===== config.mk =====
export PLATFORM = sky130hd
export DESIGN_NAME = sgd_dot_product_accum
export DESIGN_NICKNAME = d
export VERILOG_FILES = /design/src/rtl/sgd_dot_product_accum.sv
export SDC_FILE = /design/constraint.sdc
export NUM_CORES = 1
export LEC_CHECK = 0
export ABC_AREA = 1
export BUFFER_PORTS_ARGS = -buffer_cell sky130_fd_sc_hd__clkbuf_2
export CAP_MARGIN = 20
export CORE_MARGIN = 8
export CORE_UTILIZATION = 50
export CTS_CLUSTER_SIZE = 28
export DETAILED_ROUTE_END_ITERATION = 10
export PLACE_DENSITY = 0.68
export SYNTH_ARGS = -nofsm -noshare
export SYNTH_HDL_FRONTEND = slang
export SYNTH_SLANG_ARGS = --single-unit
export TNS_END_PERCENT = 100

===== constraint.sdc =====
create_clock -name clk -period 9.3 [get_ports clk]
set_input_delay 1.395 -clock clk [delete_from_list [all_inputs] [get_ports clk]]
set_output_delay 1.395 -clock clk [all_outputs]
set_load 0.03 [all_outputs]

===== src/rtl/sgd_dot_product_accum.sv =====
// sgd_dot_product_accum: folds per-beat partial sums from an upstream adder
// tree into one dot product per sample and queues the results in a small
// first-word-fall-through FIFO for a ready/valid consumer.
// Optional build macro: SGD_ACC_SATURATE_EN clamps each accumulation step to
// the signed 32-bit range instead of wrapping.
module sgd_dot_product_accum #(
  parameter int FIFO_DEPTH = 4
) (
  input  logic               clk,
  input  logic               rst_n,
  input  logic               start,
  input  logic [15:0]        num_beats,
  input  logic [31:0]        num_samples,
  input  logic signed [31:0] v_input,
  input  logic               v_input_valid,
  output logic signed [31:0] v_output,
  output logic               v_output_valid,
  input  logic               v_output_ready,
  output logic               done,
  output logic               overflow_err
);
  localparam int PTR_W = $clog2(FIFO_DEPTH);
  localparam int CNT_W = PTR_W + 1;

  typedef enum logic [0:0] {IDLE, ACCUM} state_t;
  state_t state_reg, state_next;

  logic [15:0]        beats_reg;
  logic [31:0]        samples_reg;
  logic [15:0]        beat_cnt_reg;
  logic [31:0]        sample_cnt_reg;
  logic signed [31:0] acc_reg;
  logic               done_reg;
  logic               overflow_reg;

  logic signed [31:0] mem [FIFO_DEPTH];
  logic [PTR_W-1:0]   wr_ptr_reg;
  logic [PTR_W-1:0]   rd_ptr_reg;
  logic [CNT_W-1:0]   count_reg;

  logic               start_ok;
  logic               beat_en;
  logic               first_beat;
  logic               last_beat;
  logic               last_sample;
  logic signed [31:0] add_res;
  logic signed [31:0] sum_next;
  logic               fifo_full;
  logic               pop;
  logic               wr_try;
  logic               wr_ok;
  logic               drop;

  assign first_beat  = (beat_cnt_reg == 16'd0);
  assign last_beat   = (beat_cnt_reg == beats_reg - 16'd1);
  assign last_sample = (sample_cnt_reg == samples_reg - 32'd1);

`ifdef SGD_ACC_SATURATE_EN
  logic signed [32:0] wide_sum;
  assign wide_sum = {acc_reg[31], acc_reg} + {v_input[31], v_input};

  // Clamp when the two top bits of the widened sum disagree (signed overflow).
  always_comb begin
    add_res = wide_sum[31:0];
    if (wide_sum[32] != wide_sum[31]) begin
      add_res = wide_sum[32] ? 32'sh8000_0000 : 32'sh7FFF_FFFF;
    end
  end
`else
  assign add_res = acc_reg + v_input;
`endif

  assign sum_next = first_beat ? v_input : add_res;

  assign fifo_full = (count_reg == CNT_W'(FIFO_DEPTH));
  assign pop       = v_output_valid && v_output_ready;
  assign wr_try    = beat_en && last_beat;
  assign wr_ok     = wr_try && (!fifo_full || pop);
  assign drop      = wr_try && !wr_ok;

  // Next-state logic: start only matters in IDLE, beats only in ACCUM.
  always_comb begin
    state_next = state_reg;
    start_ok   = 1'b0;
    beat_en    = 1'b0;
    case (state_reg)
      IDLE: begin
        if (start) begin
          start_ok   = 1'b1;
          state_next = ACCUM;
        end
      end
      ACCUM: begin
        if (v_input_valid) begin
          beat_en = 1'b1;
          if (last_beat && last_sample) begin
            state_next = IDLE;
          end
        end
      end
      default: state_next = IDLE;
    endcase
  end

  // Control state, job counters, accumulator and FIFO bookkeeping.
  always_ff @(posedge clk or negedge rst_n) begin
    if (!rst_n) begin
      state_reg      <= IDLE;
      beats_reg      <= 16'd1;
      samples_reg    <= 32'd1;
      beat_cnt_reg   <= 16'd0;
      sample_cnt_reg <= 32'd0;
      acc_reg        <= '0;
      done_reg       <= 1'b0;
      overflow_reg   <= 1'b0;
      wr_ptr_reg     <= '0;
      rd_ptr_reg     <= '0;
      count_reg      <= '0;
    end else begin
      state_reg <= state_next;
      done_reg  <= beat_en && last_beat && last_sample;
      if (start_ok) begin
        beats_reg      <= (num_beats == 16'd0) ? 16'd1 : num_beats;
        samples_reg    <= (num_samples == 32'd0) ? 32'd1 : num_samples;
        beat_cnt_reg   <= 16'd0;
        sample_cnt_reg <= 32'd0;
        overflow_reg   <= 1'b0;
      end else if (beat_en) begin
        acc_reg <= sum_next;
        if (last_beat) begin
          beat_cnt_reg   <= 16'd0;
          sample_cnt_reg <= last_sample ? 32'd0 : sample_cnt_reg + 32'd1;
        end else begin
          beat_cnt_reg <= beat_cnt_reg + 16'd1;
        end
      end
      if (drop) begin
        overflow_reg <= 1'b1;
      end
      if (wr_ok) begin
        wr_ptr_reg <= wr_ptr_reg + PTR_W'(1);
      end
      if (pop) begin
        rd_ptr_reg <= rd_ptr_reg + PTR_W'(1);
      end
      if (wr_ok && !pop) begin
        count_reg <= count_reg + CNT_W'(1);
      end else if (pop && !wr_ok) begin
        count_reg <= count_reg - CNT_W'(1);
      end
    end
  end

  // Result storage; contents are don't-care while the entry is unoccupied.
  always_ff @(posedge clk) begin
    if (wr_ok) begin
      mem[wr_ptr_reg] <= sum_next;
    end
  end

  assign v_output_valid = (count_reg != '0);
  assign v_output       = v_output_valid ? mem[rd_ptr_reg] : 32'sd0;
  assign done           = done_reg;
  assign overflow_err   = overflow_reg;

endmodule


==> out/metrics.csv, run 1 <==
stage;metric;value;unit
routing;Final ANT Viol Nets;0;
placed_design;DP Worst Slack;5.15;ns
run_status;status;finished clean;
run;Max-cap violations;0;
floorplan;starting density of the core;50.6;%
placed_design;Port-buffer cells;119;
finish;multi-input logic area;0.00813;mm^2
synthesis;Post-Syn Nets;2331;
grt;largest net degree at the start of global routing;87;
floorplan;core area;0.0325;mm^2
sta;period utilization;45.8;%
sta;Worst Clk Skew;0.0162;ns
synthesis;proportion of synthesized area in mux cells;0.0683;%
finish;Sequential cell area;0.00730;mm^2
setup_path;buffer and inverter count on the worst path;3;
routing;wirelength, routed;46.8;mm
routing;DR WL/cell;17.0;um
setup_path;maximum single-stage delay on the critical path;0.79;ns
synthesis;Synth async-reset ratio;51.9;%
clock_network;CTS max path bufs;3;
synthesis;Synth Flop Type;dfrtp_1;
routing;DRC Markers;0;
setup_path;crit path max fanout;67;
clock_network;total CTS buffers;28;
sta;Final min period;4.26;ns
pwr;leak pwr;8.39;nW
setup_path;Worst EP required;7.91;ns
floorplan;num ports;120;
synthesis;most instantiated library cell after synthesis;nand2_1;
synthesis;Synth area leaders;edfxtp_1 23%, dfrtp_1 21%, nand2_1 14%, nor2_1 8.2%, inv_1 4.8%;
synthesis;count of state elements after synthesis;266;
clock_network;Clock Pin Slew Worst Setup and Hold Paths;0.06;ns
clock_network;CTS tree;yes;
sta;Final Hold Violating Endpoints;0;
sta;Final TNS setup;0;ns
finish;n_diodes;0;
synthesis;Adder-Cell Fraction of Synth Area;3.36;%
finish;layout cells sized above 1;9.88;%
grt;initial antenna violation count;1;
placed_design;GPL Wtd Cong;0.906;
sta;RSZ-0062 raised after global routing;no;
sta;WHS;0.487;ns
grt;first-pass GRT wire length;74.5;mm
routing;total number of vias;14800;
setup_path;Worst setup EP type;output pin;
grt;Congestion Overflow GR;0;
setup_path;WP data arrival;2.87;ns
sta;headroom to the max-slew limit;27.9;%
sta;setup ws final;5.04;ns
sta;# setup viols final;0;
clock_network;hold_buf cts;0;
clock_network;Post-CTS Setup Bufs;0;
hold_path;hold path cells;2;
synthesis;Netlist cell types;50;
setup_path;cell count along the critical path;5;
synthesis;mean post-synth cell area;7.48;um^2
sta;fin. max-slew vios;0;
clock_network;Post-CTS Resized;0;
setup_path;worst r2r path cells;11;
sta;Worst Tran Pin Value;1.08;ns
synthesis;Synth Area in XOR/XNOR;4.58;%
synthesis;Post-synth EDFFs;128;
synthesis;largest family of logic cells by synthesized area;simple AND/OR/NAND/NOR gates;
synthesis;Mapped Cells;2203;
floorplan;die width;198;um
synthesis;post-synth top area share;23.3;%
finish;Filler Cells Inserted;3097;
placed_design;Post-DP HPWL;34.4;mm
setup_path;WS Path Type;flop to output pin;
floorplan;chip height;198;um
clock_network;H-tree Lvls;1;
setup_path;crit start category;flop;
routing;DRT iter0 DRCs;927;
synthesis;simple-gate area share of the yosys netlist;31.8;%
grt;Global Route Usage Sum;23.6;%
clock_network;Worst-Skew Late Latency;0.57;ns
clock_network;CTS root buf;clkbuf_16;
routing;Avg Vias per Cell;5.37;
floorplan;Die Area;0.0390;mm^2
synthesis;synthesized area;0.0165;mm^2
pwr;PwrDens;279;mW/mm^2
hold_path;Worst Hold Class;flop to flop;
grt;vias in the first global route;14100;
setup_path;crit-path cells;buf_4 -> inv_2 -> o21ai_0 -> a21oi_1 -> clkbuf_2;
clock_network;clock sink total;266;
sta;Peak Freq;0.235;GHz
setup_path;CP max-delay cell;inv_2;
setup_path;Top delay family on crit path;buffers and inverters;
synthesis;Yosys top cell by area;edfxtp_1;
finish;Final #Nets;2424;
routing;first-pass detailed-route iteration total;5;
finish;Post-Layout Cell Count;2760;
finish;Area Overhead vs Synth;12.1;%
finish;Largest Register;mem;
synthesis;Yosys Warn Count;0;
synthesis;synth cell count leaders;594 x nand2_1, 359 x nor2_1, 211 x inv_1, 144 x o21ai_0;
floorplan;Std-Cell Rows;66;
finish;number of flip-flops in the largest register;128;
synthesis;Compound-Gate Fraction of Synth Area;9.34;%
synthesis;register area share after synthesis;44.3;%
pwr;Peak VDD IR;0.194;mV
placed_design;placed cell count;2707;
-- layer usage --
| metal | wire length (um) | GRT usage (%) | vias up |
|---|---|---|---|
| li1 | - | - | 7408 |
| met1 | 20900 | 31.5 | 6955 |
| met2 | 22500 | 40.3 | 379 |
| met3 | 2330 | 2.71 | 84 |
| met4 | 1170 | 6.64 | 2 |
| met5 | 13 | 0 | - |
-- cells in the final DEF (no fill, tap or decap), types with 8 or more instances in the layout --
| cell type | synthesis | final |
|---|---|---|
| o21ai_1 | 21 | 21 |
| buf_4 | 0 | 10 |
| nor2_2 | 9 | 9 |
| nand4_1 | 44 | 44 |
| clkbuf_2 | 1 | 118 |
| edfxtp_1 | 128 | 128 |
| o22ai_1 | 11 | 11 |
| inv_1 | 211 | 210 |
| and2_1 | 9 | 9 |
| nor2_1 | 359 | 354 |
| ha_1 | 41 | 41 |
| nor2_4 | 3 | 8 |
| or2_2 | 16 | 16 |
| nand3_1 | 136 | 136 |
| dfrtp_1 | 136 | 135 |
| xor2_1 | 59 | 59 |
| o21ai_0 | 144 | 144 |
| nor3_1 | 32 | 32 |
| a21oi_1 | 76 | 76 |
| nor4_1 | 19 | 19 |
| a31oi_1 | 9 | 9 |
| xnor2_1 | 22 | 22 |
| clkbuf_16 | 0 | 28 |
| nand2_1 | 594 | 594 |
-- cell type report --
type / count / share of cell area, %
Clock buffer: 31 / 3.85
Inverter: 215 / 4.37
Multi-Input combinational cell: 1655 / 44.0
Timing Repair Buffer: 130 / 3.77
Sequential cell: 266 / 39.5
Tap cell: 442 / 2.99
Clock inverter: 21 / 1.52
-- cells by family after synthesis --
logic type,Yosys count
and+or+nand+nor,1240
AOI/OAI and AO/OA,288
buffers and inverters,282
DFF,266
xor gates and xnor gates,83
adders and majority gates,43
muxes,1
-- stage by stage --
stage / area (um^2) / total power [mW] / utilization, %
2_1_floorplan: 16500 / 3.28 / -
3_3_place_gp: 17500 / 3.90 / 53.7
3_5_place_dp: 17500 / 3.95 / 53.7
4_1_cts: 18500 / 5.17 / 56.7
5_1_grt: 18500 / 5.52 / 56.8
6_report: 18500 / 5.16 / 56.8
-- power by group --
group | total [mW] | internal (mW) | switching [mW]
sequential | 1.68 | 1.55 | 0.133
combinational | 2.27 | 0.690 | 1.58
clock | 1.21 | 0.722 | 0.490
total | 5.16 | 2.96 | 2.20
-- tightest hold or removal path, delay by kind of cell, from the launching register on --
family,cells,cell delay [ns]
and+or+nand+nor,2,0.11
DFF,1,0.34
-- worst paths after layout --
check | start | to | slack [ns]
hold / removal | acc_reg[4] | acc_reg[4] | 0.49
max in group asynchronous | rst_n | rd_ptr_reg[0] | 7.13
setup reg to reg | beats_reg[0] | mem[3][28] | 5.56
setup / recovery | rd_ptr_reg[0] | v_output[10] | 5.04
min in group asynchronous | rst_n | samples_reg[3] | 0.92
hold reg to reg | acc_reg[4] | acc_reg[4] | 0.49
(Power assumes the default switching activity.)
==> run 2: changes to the inputs <==
clock period = 4.1 ns   (was 9.3 ns; I/O delays follow)
==> out/metrics.csv, run 2 (synthesized netlist as in run 1, its figures left out) <==
stage;metric;value;unit;change
clock_network;clock sink total;266;;unchanged
clock_network;Post-CTS Resized;0;;unchanged
floorplan;Die Area;0.0390;mm^2;unchanged
floorplan;core area;0.0325;mm^2;unchanged
setup_path;RR Startpoint;beats_reg[0];;
setup_path;worst r2r dst;count_reg[2];;
setup_path;worst r2r path cells;20;;+9
routing;wirelength, routed;47.4;mm;+1.2%
finish;commonest non-fill, non-tap cell in the layout;nand2_1;;
setup_path;crit path capture;count_reg[2];;
pwr;Peak VDD IR;0.567;mV;+190%
pwr;P_int;6.66;mW;+120%
hold_path;Worst Hold Class;input pin to async pin;;
clock_network;CTS root buf;clkbuf_16;;
routing;Final ANT Viol Nets;0;;unchanged
sta;period utilization;81.0;%;
finish;n_diodes;0;;unchanged
grt;Global Route Usage Sum;23.9;%;+0.31 points
clock_network;Post-CTS Setup Bufs;0;;unchanged
pwr;NetSw;5.00;mW;+130%
routing;Avg Vias per Cell;5.34;;-0.57%
clock_network;H-tree Lvls;1;;unchanged
pwr;Flop pwr share;32.8;%;+0.2 points
clock_network;hold_buf cts;0;;unchanged
routing;DR WL/cell;17.1;um;+0.80%
placed_design;GPL Wtd Cong;0.923;;+1.9%
setup_path;Worst setup EP type;flop;;
finish;Largest Register;mem;;
routing;first-pass detailed-route iteration total;5;;unchanged
run_status;status;finished clean;;
finish;Filler Cells Inserted;3114;;+0.55%
routing;DRC Markers;0;;unchanged
clock_network;Worst-Skew Late Latency;0.57;ns;about the same
finish;layout cells sized above 1;10.2;%;+0.30 points
finish;Sequential cell area;0.00730;mm^2;unchanged
pwr;Clock power frac;23.0;%;-0.5 points
setup_path;crit start category;flop;;
clock_network;CTS tree;yes;;
sta;RSZ-0062 raised after global routing;no;;
grt;Congestion Overflow GR;0;;unchanged
run;Max-cap violations;0;;unchanged
finish;Final #Nets;2435;;+0.45%
clock_network;Clock Pin Slew Worst Setup and Hold Paths;0.06;ns;about the same
routing;DRT iter0 DRCs;1040;;+12%
clock_network;CTS max path bufs;3;;unchanged
pwr;Comb pwr share;44.2;%;+0.3 points
finish;multi-input logic area;0.00813;mm^2;unchanged
floorplan;Std-Cell Rows;66;;unchanged
grt;largest net degree at the start of global routing;81;;-6.9%
setup_path;Worst EP required;4.54;ns;-3.37 ns
finish;number of flip-flops in the largest register;128;;unchanged
floorplan;num ports;120;;unchanged
sta;WHS;0.0795;ns;-0.408 ns
finish;most frequent cells in the layout;594 x nand2_1, 354 x nor2_1, 210 x inv_1;;
sta;Final Hold Violating Endpoints;0;;unchanged
sta;Peak Freq;0.301;GHz;
setup_path;Worst setup startpoint;beats_reg[0];;
placed_design;Post-DP HPWL;35.1;mm;+2.2%
sta;Worst Tran Pin Value;1.06;ns;-0.0161 ns
setup_path;WS Path Type;flop to flop;;
sta;headroom to the max-slew limit;29.0;%;+1.1 points
clock_network;total CTS buffers;29;;+3.6%
pwr;PwrDens;629;mW/mm^2;+130%
grt;vias in the first global route;14300;;+0.87%
finish;Area Overhead vs Synth;12.5;%;
sta;Worst Clk Skew;0.0164;ns;+0.000262 ns
setup_path;R2R setup slack;0.78;ns;-4.78 ns
sta;fin. max-slew vios;0;;unchanged
floorplan;chip height;198;um;unchanged
sta;# setup viols final;0;;unchanged
setup_path;crit path max fanout;6;;-91%
sta;Final TNS setup;0;ns;unchanged
floorplan;starting density of the core;50.6;%;unchanged
setup_path;WP data arrival;3.76;ns;+0.89 ns
pwr;Sw Ratio;42.9;%;+0.27 points
grt;first-pass GRT wire length;75.3;mm;+1.0%
routing;total number of vias;14800;;-0.18%
pwr;leak pwr;8.42;nW;+0.33%
floorplan;die width;198;um;unchanged
grt;initial antenna violation count;0;;-1
sta;Final min period;3.32;ns;
placed_design;Port-buffer cells;119;;unchanged
[run 2: power groups by stage]
stage / logic (mW) / clock network, mW / registers (mW)
after floorplan: 3.70 / 0 / 3.75
after global placement: 5.04 / 0 / 3.85
after detailed placement: 5.14 / 0 / 3.86
after CTS: 5.16 / 2.74 / 3.82
after global routing: 5.77 / 2.84 / 3.86
final: 5.15 / 2.68 / 3.82
[run 2: how the worst min path moves through the flow]
stage                            from        endpoint
after floorplan                 rst_n      acc_reg[0]
final                           rst_n  samples_reg[4]
after global placement    acc_reg[21]     acc_reg[21]
after global routing            rst_n  samples_reg[4]
after CTS                       rst_n  samples_reg[4]
after detailed placement  acc_reg[19]     acc_reg[19]
[run 2: cell type report]
class | count | area share, %
Inverter | 215 | 4.36
Clock inverter | 20 | 1.30
Tap cell | 442 | 2.98
Multi-Input combinational cell | 1655 | 43.9
Timing Repair Buffer | 140 | 4.10
Sequential cell | 266 | 39.4
Clock buffer | 33 | 4.00
[run 2: metrics by stage]
step / cells / total power, mW / area, um^2 / setup WS, ns / util (%)
CTS: 2771 / 11.7 / 18500 / 0.717 / 56.9
global route: 2771 / 12.5 / 18500 / 0.425 / 56.9
floorplan: 2203 / 7.45 / 16500 / 0.503 / -
finish: 2771 / 11.7 / 18500 / 0.780 / 56.9
detailed placement: 2718 / 9.00 / 17500 / 0.747 / 53.9
global placement: 2718 / 8.89 / 17500 / 0.790 / 53.9
[run 2: per-layer routing]
metal  vias to the layer above  track usage, %  wire (um)
li1                       7433               -          -
met1                      6898            31.9      21200
met2                       396            41.0      22900
met3                        75            2.61       2250
met4                         0            6.75       1110
met5                         -               0          0
[run 2: critical path, cell delays in order (launching register included)]
cell and delay, ns:
dfstp_2 0.53, inv_1 0.09, ha_1 0.25, nand2_2 0.15, inv_1 0.06, nand2_1 0.09, nand2_1 0.05, nand2_1 0.09
inv_1 0.05, nor3_1 0.18, nand4_1 0.10, nor2_1 0.18, nand4_1 0.12, buf_4 0.21, inv_1 0.06, ha_1 0.13
inv_1 0.07, fa_1 0.39, a21oi_1 0.14, o21ai_0 0.11, xor2_1 0.15
==> run 3: changes to the inputs <==
ABC_AREA = 0   (was 1)
PLACE_DENSITY = 0.71   (was 0.68)
clock period = 3 ns   (was 4.1 ns; I/O delays follow)
==> out/metrics.csv, run 3 <==
stage;metric;value;unit;change
floorplan;die width;187;um;-5.2%
synthesis;Yosys top cell by area;edfxtp_1;;
sta;period utilization;114;%;+33 points
sta;Worst Tran Pin Value;0.793;ns;-0.270 ns
finish;most frequent cells in the layout;217 x nand2_1, 171 x buf_4, 134 x dfrtp_1;;
finish;layout cells sized above 1;31.9;%;+22 points
finish;commonest non-fill, non-tap cell in the layout;nand2_1;;
synthesis;Synth async-reset ratio;51.9;%;unchanged
grt;largest net degree at the start of global routing;57;;-30%
synthesis;Synth Flop Type;dfrtp_1;;
grt;vias in the first global route;12500;;-12%
sta;fin. max-slew vios;0;;unchanged
sta;WHS;0.0958;ns;+0.0163 ns
floorplan;core area;0.0288;mm^2;-12%
sta;# setup viols final;154;;+154
synthesis;synth cell count leaders;220 x nand2_1, 136 x dfrtp_1, 128 x edfxtp_1, 95 x nor2_1, 76 x o21ai_0;;
floorplan;starting density of the core;50.9;%;+0.26 points
clock_network;H-tree Lvls;1;;unchanged
setup_path;crit start category;flop;;
run_status;status;complete, but fails checks;;
finish;Sequential cell area;0.00730;mm^2;about the same
setup_path;Worst setup EP type;flop;;
clock_network;Clock Pin Slew Worst Setup and Hold Paths;0.07;ns;about the same
synthesis;mean post-synth cell area;10.5;um^2;+40%
finish;n_diodes;0;;unchanged
synthesis;Synth area leaders;edfxtp_1 26%, dfrtp_1 23%, nand2_1 5.6%, mux4_2 4.9%, ha_1 3.5%;;
routing;total number of vias;12300;;-17%
pwr;leak pwr;8.07;nW;-4.2%
synthesis;Post-synth EDFFs;128;;unchanged
sta;Final TNS setup;-23.32;ns;-23.32 ns
sta;Final Hold Violating Endpoints;0;;unchanged
setup_path;crit path max fanout;5;;-1
grt;Congestion Overflow GR;0;;unchanged
pwr;Peak VDD IR;0.521;mV;-8.1%
placed_design;Port-buffer cells;119;;unchanged
floorplan;num ports;120;;unchanged
clock_network;CTS max path bufs;3;;unchanged
hold_path;Worst Hold Class;input pin to flop;;
clock_network;CTS root buf;clkbuf_16;;
finish;multi-input logic area;0.00756;mm^2;-6.9%
sta;setup ws final;-0.410;ns;-1.19 ns
routing;DRC Markers;0;;unchanged
synthesis;register area share after synthesis;49.8;%;+5.5 points
run_status;failing checks;setup timing;;
grt;first-pass GRT wire length;64.9;mm;-14%
routing;Avg Vias per Cell;5.81;;+8.8%
floorplan;chip height;187;um;-5.2%
synthesis;count of state elements after synthesis;266;;unchanged
sta;Final min period;3.41;ns;+0.0897 ns
routing;wirelength, routed;40.7;mm;-14%
sta;Worst Clk Skew;0.0270;ns;+0.0106 ns
setup_path;WS Path Type;flop to flop;;
routing;first-pass detailed-route iteration total;5;;unchanged
placed_design;DP Worst Slack;-0.531;ns;-1.28 ns
synthesis;post-synth top area share;26.2;%;+2.9 points
synthesis;Netlist cell types;76;;+52%
clock_network;CTS tree;yes;;
placed_design;GPL Wtd Cong;0.890;;-3.6%
clock_network;total CTS buffers;28;;-3.4%
pwr;PwrDens;845;mW/mm^2;+34%
sta;Peak Freq;0.293;GHz;-2.6%
clock_network;clock sink total;266;;unchanged
run;Max-cap violations;0;;unchanged
finish;number of flip-flops in the largest register;128;;unchanged
finish;Core Util, Final;66.3;%;+9.4 points
grt;initial antenna violation count;2;;+2
sta;headroom to the max-slew limit;47.2;%;+18 points
setup_path;Worst setup startpoint;samples_reg[1];;
setup_path;RR Startpoint;samples_reg[1];;
finish;Largest Register;mem;;
hold_path;hold_sp;num_beats[8];;
setup_path;WP data arrival;3.88;ns;+0.12 ns
setup_path;Worst EP required;3.47;ns;-1.07 ns
synthesis;Mapped Cells;1401;;-36%
floorplan;Std-Cell Rows;62;;-6.1%
sta;RSZ-0062 raised after global routing;yes;;
placed_design;Post-DP HPWL;26.3;mm;-25%
routing;Final ANT Viol Nets;0;;unchanged
synthesis;most instantiated library cell after synthesis;nand2_1;;
routing;DR WL/cell;19.3;um;+13%
synthesis;Yosys Warn Count;0;;unchanged
finish;Area Overhead vs Synth;30.3;%;
synthesis;synthesized area;0.0146;mm^2;-11%
floorplan;Die Area;0.0350;mm^2;-10%
grt;Global Route Usage Sum;22.5;%;-1.5 points
routing;DRT iter0 DRCs;728;;-30%
synthesis;Post-Syn Nets;1529;;-34%
finish;Final #Nets;1831;;-25%
clock_network;Worst-Skew Late Latency;0.56;ns;about the same
finish;Filler Cells Inserted;2110;;-32%
-- run 3: repair_timing --
action | CTS | global route
pin swaps | 29 | 36
hold buffers | 1 | 0
gates cloned | 17 | 1
setup buffers | 30 | 12
gates resized for setup | 102 | 58
endpoints found under the hold margin | 51 | 0
setup endpoints to repair | 192 | 245
-- run 3: cells by family after synthesis --
kind of cell | count (synthesis) | synth area share (%)
AOI/OAI and AO/OA | 253 | 11.1
xor gates and xnor gates | 97 | 5.80
adders and majority gates | 44 | 3.84
buffers and inverters | 103 | 2.85
DFF | 266 | 49.8
muxes | 59 | 6.93
and+or+nand+nor | 579 | 19.6
-- run 3: layout make-up --
type | count | share of cell area [%]
Tap cell | 384 | 2.52
Inverter | 37 | 0.728
Sequential cell | 266 | 38.3
Clock inverter | 17 | 0.963
Multi-Input combinational cell | 1035 | 39.6
Timing Repair Buffer | 335 | 14.0
Clock buffer | 35 | 3.97
-- run 3: layer usage --
metal  track usage [%]  vias to the layer above  part of all wire, %
met2              37.8                      436                   48
met3              4.06                       96                  6.4
met4              7.12                        2                  2.9
met1              29.0                     6007                   43
li1                  -                     5712                    -
met5                 0                        -                0.027
-- run 3: worst paths after layout --
check / end / slack (ns) / cells past startpoint
worst max-delay path: sample_cnt_reg[20] / -0.41 / 13
worst min-delay path: beats_reg[8] / 0.1 / 3
worst max register to register: sample_cnt_reg[20] / -0.41 / 13
worst min register to register: acc_reg[11] / 0.49 / 2
max in group asynchronous: acc_reg[15] / 1.82 / 3
min in group asynchronous: samples_reg[11] / 0.42 / 2
-- run 3: where the power goes --
| group | internal, mW | switching, mW |
|---|---|---|
| combinational | 3.31 | 4.17 |
| sequential | 4.85 | 0.307 |
| clock | 1.99 | 1.51 |
-- run 3: stage by stage --
step | instances | power [mW] | cell area, um^2
after floorplan | 1401 | 9.59 | 14800
after global placement | 2013 | 11.7 | 17100
after detailed placement | 2013 | 12.0 | 17100
after CTS | 2112 | 15.8 | 19100
after global routing | 2109 | 17.0 | 19100
final | 2109 | 16.1 | 19100
-- run 3: critical path: stages, from the launching register on --
cell       delay (ns)
dfrtp_1          0.39
or4_4            0.52
or3_4            0.40
or4_4            0.42
o211ai_2         0.08
and4b_1          0.21
and4_1           0.17
and4_4           0.19
buf_6            0.13
buf_12           0.13
nor2_4           0.24
clkbuf_16        0.21
nand3b_1         0.10
a21oi_2          0.14
